## src/rtl/serial_bitwise_logic_unit.sv

```systemverilog
// Bit-serial NOT/AND/OR/XOR engine: one operand bit per clock, LSB first, valid/ready on both sides.
// Optional serial parity of the result is enabled by defining SERIAL_BITWISE_PARITY_EN.
module serial_bitwise_logic_unit #(
   parameter int unsigned N = 8
) (
   input  logic         clk,
   input  logic         rst_n,
   input  logic         in_valid,
   output logic         in_ready,
   input  logic [N-1:0] a,
   input  logic [N-1:0] b,
   input  logic [1:0]   op,
   output logic         out_valid,
   input  logic         out_ready,
   output logic [N-1:0] c,
   output logic         busy
`ifdef SERIAL_BITWISE_PARITY_EN
   ,
   output logic         parity
`endif
);

   localparam int unsigned CW = (N > 1) ? $clog2(N) : 1;

   typedef enum logic [1:0] {
      IDLE  = 2'd0,
      SHIFT = 2'd1,
      DONE  = 2'd2
   } state_t;

   state_t        state;
   state_t        state_nx;
   logic [N-1:0]  a_sh;
   logic [N-1:0]  b_sh;
   logic [N-1:0]  res;
   logic [1:0]    op_r;
   logic [CW-1:0] cnt;
   logic          gate_c;
   logic          accept_c;
   logic          last_c;
   logic [N-1:0]  res_nx_c;

   // Single shared gate evaluated on the current LSB of the operand shift registers.
   always_comb begin
      gate_c = 1'b0;
      case (op_r)
         2'b00:   gate_c = ~a_sh[0];
         2'b01:   gate_c = a_sh[0] & b_sh[0];
         2'b10:   gate_c = a_sh[0] | b_sh[0];
         default: gate_c = a_sh[0] ^ b_sh[0];
      endcase
   end

   assign accept_c = (state == IDLE) && in_valid;
   assign last_c   = (cnt == CW'(N - 1));
   assign res_nx_c = (res >> 1) | (N'(gate_c) << (N - 1));

   always_comb begin
      state_nx = state;
      case (state)
         IDLE:    if (accept_c)  state_nx = SHIFT;
         SHIFT:   if (last_c)    state_nx = DONE;
         DONE:    if (out_ready) state_nx = IDLE;
         default: state_nx = IDLE;
      endcase
   end

   // State register; handshake/status outputs are registered from the next state.
   always_ff @(posedge clk) begin
      if (!rst_n) begin
         state     <= IDLE;
         in_ready  <= 1'b1;
         out_valid <= 1'b0;
         busy      <= 1'b0;
      end else begin
         state     <= state_nx;
         in_ready  <= (state_nx == IDLE);
         out_valid <= (state_nx == DONE);
         busy      <= (state_nx != IDLE);
      end
   end

   // Datapath: c is only written on the final shift so it is stable outside DONE entry.
   always_ff @(posedge clk) begin
      if (!rst_n) begin
         a_sh <= '0;
         b_sh <= '0;
         res  <= '0;
         op_r <= 2'b00;
         cnt  <= '0;
         c    <= '0;
      end else begin
         case (state)
            IDLE: begin
               if (accept_c) begin
                  a_sh <= a;
                  b_sh <= b;
                  op_r <= op;
                  res  <= '0;
                  cnt  <= '0;
               end
            end
            SHIFT: begin
               a_sh <= a_sh >> 1;
               b_sh <= b_sh >> 1;
               res  <= res_nx_c;
               cnt  <= cnt + CW'(1);
               if (last_c) c <= res_nx_c;
            end
            default: ;
         endcase
      end
   end

`ifdef SERIAL_BITWISE_PARITY_EN
   logic par_acc;

   // Parity folds in each gate output and is published together with c.
   always_ff @(posedge clk) begin
      if (!rst_n) begin
         par_acc <= 1'b0;
         parity  <= 1'b0;
      end else begin
         if (accept_c) begin
            par_acc <= 1'b0;
         end else if (state == SHIFT) begin
            par_acc <= par_acc ^ gate_c;
            if (last_c) parity <= par_acc ^ gate_c;
         end
      end
   end
`endif

endmodule

```

## config.mk

```make
export PLATFORM = sky130hd
export DESIGN_NAME = serial_bitwise_logic_unit
export DESIGN_NICKNAME = d
export VERILOG_FILES = /design/src/rtl/serial_bitwise_logic_unit.sv
export SDC_FILE = /design/constraint.sdc
export NUM_CORES = 1
export LEC_CHECK = 0
export ABC_AREA = 1
export CAP_MARGIN = 0
export CORE_UTILIZATION = 55
export DETAILED_ROUTE_END_ITERATION = 7
export PLACE_DENSITY = 0.84
export SLEW_MARGIN = 30
export SYNTH_ARGS = -nofsm -noshare
export SYNTH_HDL_FRONTEND = slang
export SYNTH_SLANG_ARGS = --single-unit
```

## constraint.sdc

```tcl
create_clock -name clk -period 2.3 [get_ports clk]
set_input_delay 0.69 -clock clk [delete_from_list [all_inputs] [get_ports clk]]
set_output_delay 0.69 -clock clk [all_outputs]
set_load 0.01 [all_outputs]
```

==> results.cfg <==
[status]
outcome = completed

[final_layout]
insertedDiodeCount = 0
nets = 304
final_util = 0.701
fin_area_mm2 = 0.00214
drive_above_1_share = 0.0540
area_delta_synth_final_pct = 21.2

[cts]
postCtsHoldBufs = 0
cts_tree = done
clkTransAtPathRegs_ns = 0.11
cts_root_buffer = clkbuf_4
h-tree-depth = 2
ctsResizeCount = 0
cts_max_path_buffers = 2
numCtsBuffers = 5
post_cts_buffers = 0
cts.sinks = 41
clk_latency_ns = 0.34

[sta]
worstMarginPinSlew_ns = 0.443
setup_viol = 0
slew-limit-headroom = 0.704
finalSetupTns_ns = 0
fmax_mhz = 523
clock_skew_ns = 0.00321
maxSlewViolCount = 0
setup_slack_ns = 0.387
rsz0062_at_grt = no
min_period_ns = 1.91
finalHoldViolCount = 0
min_period_over_period = 0.832

[synthesis]
synthSimpleGateAreaFrac = 0.268
synth_fa_ha_area_frac = 0.0283
synth_nets = 275
yosys_warnings = 0
synth_top_family_by_area = simple AND/OR/NAND/NOR gates
synthMuxAreaShare = 0
synth_xor_area_frac = 0
synth_cell_types = 18
ys_ff_latch = 41
seq_area_frac_synth = 0.465
synth_compound_area_frac = 0.109
syn_inst = 249
syn_area_mm2 = 0.00177
syn_avg_cell_area_um2 = 7.10

[critical_path]
reg2reg_from = cnt[0]
crit_start = c[6]
cpMaxStageDelayCell = clkdlybuf4s50_1
critPathCaptureType = output port
worstRegToRegCells = 7
crit_path_end = c[6]
crit_type = reg -> out
startpoint_type = flop
slowest_delay_ns = 0.53
arrival_ns = 1.22
cp_top_family = buffers and inverters
path_buf_inv = 1
crit_fanout = 2
path_cells = clkdlybuf4s50_1
crit_cells = 1
reg2reg_slack_ns = 0.74
regToRegEndpoint = in_ready
cp.required_ns = 1.61

[floorplanning]
rows = 20
io_pins = 33
start_util = 0.579
die_h_um = 58.7
core_mm2 = 0.00305
dieArea_mm2 = 0.00344
die_width_um = 58.7

[placement]
place_congestion = 0.769
hpwl_um = 2160
dpl_cell_area_mm2 = 0.00209
port_buffers = 32
pre_cts_ws_ns = 0.277

[pwr]
ir_drop_mv = 0.422
p_sw_frac = 0.255
pwr_density_cell_mw_per_mm2 = 609
p_int_uw = 972
p_clk_frac = 0.272
combPwrFrac = 0.142
power.switching_uw = 332
p_leak_nw = 0.948
seqPwrFrac = 0.586

[grt]
grt_antenna_before_repair = 0
grt_use_total = 0.214
grt_max_degree = 30
grt_overflow_total = 0
grt_pass1_wl_um = 5440
first_global_vias = 1290

[drt]
via_per_inst = 4.70
route.vias.total = 1515
drc = 0
postRouteAntennaNets = 0
drt_iter0_markers = 60
wl_um = 3150
wl_per_cell_um = 9.78
dr.pass1.iters = 4

[worst_hold_path]
holdCritPathClass = reg -> reg

[job]
drv_cap = 0
-- power by group through the flow --
stage               Sequential [mW]  Clock (mW)  Combinational [mW]
floorplan                     0.777           0               0.128
global placement              0.779           0               0.181
detailed placement            0.780           0               0.185
CTS                           0.764       0.366               0.187
global route                  0.769       0.407               0.210
finish                        0.764       0.355               0.185
-- worst min-delay path by stage --
stage | from | to | slack [ns] | depth (start not counted)
finish | c[2] | c[2] | 0.46 | 2
global route | b_sh[7] | b_sh[7] | 0.48 | 2
CTS | c[2] | c[2] | 0.47 | 2
detailed placement | c[2] | c[2] | 0.45 | 2
global placement | cnt[0] | cnt[0] | 0.44 | 1
floorplan | cnt[0] | cnt[0] | 0.43 | 1
-- worst min-delay path, delay by kind of cell (launching register included) --
kind | cells | cell delay (ns)
AND/OR/NAND/NOR | 1 | 0.06
flip-flops | 1 | 0.32
AO/OA/AOI/OAI | 1 | 0.05
-- cells in the final DEF, fill, tap and decap left out --
cell type	n
nand2_4	2
clkbuf_4	5
inv_2	4
nand2_1	84
o21ai_0	6
nor2_1	6
a21oi_1	31
clkbuf_1	1
dfxtp_1	41
ha_1	4
nand3_1	19
o21a_1	1
inv_1	37
buf_12	1
clkdlybuf4s50_1	32
clkbuf_8	1
nand2_2	1
nor3_1	1
nor2_2	1
-- routing by layer --
metal,wire length (um),track usage
met3,132,0.0659
met5,0,0
met2,1480,0.343
met4,87,0.109
met1,1450,0.259
-- metrics by stage --
stage,cells,hold WS (ns),power [mW]
floorplan,249,0.428,0.905
global placement,315,0.445,0.960
detailed placement,315,0.452,0.965
CTS,322,0.467,1.32
global route,322,0.481,1.39
finish,322,0.463,1.30
-- layout make-up --
cell class,count,area (um2)
inverter,41,154
tap,44,55.1
multi-input combinational,156,716
fill,281,912
sequential,41,821
timing repair buffer,33,340
clock buffer,7,55.1
-- logic make-up after synthesis --
| kind of cell | after synthesis |
|---|---|
| buffers and inverters | 52 |
| and+or+nand+nor | 114 |
| AOI/OAI and AO/OA | 38 |
| DFF | 41 |
| adders and majority gates | 4 |
-- synthesized netlist by cell type --
cell type | n | area share
a21oi_1 | 31 | 0.088
buf_2 | 4 | 0.011
buf_4 | 4 | 0.017
buf_6 | 2 | 0.013
clkbuf_1 | 1 | 0.0021
dfxtp_1 | 41 | 0.46
ha_1 | 4 | 0.028
inv_1 | 37 | 0.079
inv_2 | 4 | 0.0085
nand2_1 | 84 | 0.18
nand2_2 | 1 | 0.0035
nand2_4 | 2 | 0.013
nand3_1 | 19 | 0.054
nor2_1 | 6 | 0.013
nor2_2 | 1 | 0.0035
nor3_1 | 1 | 0.0028
o21a_1 | 1 | 0.0043
o21ai_0 | 6 | 0.017
-- registers in the layout, indices dropped and copies added, names as in the netlist --
name	count
cnt	3
in_ready	1
res	7
op_r	2
busy	1
a_sh	8
out_valid	1
c	8
b_sh	8
state	2
Power figures use the tool's default switching activity.
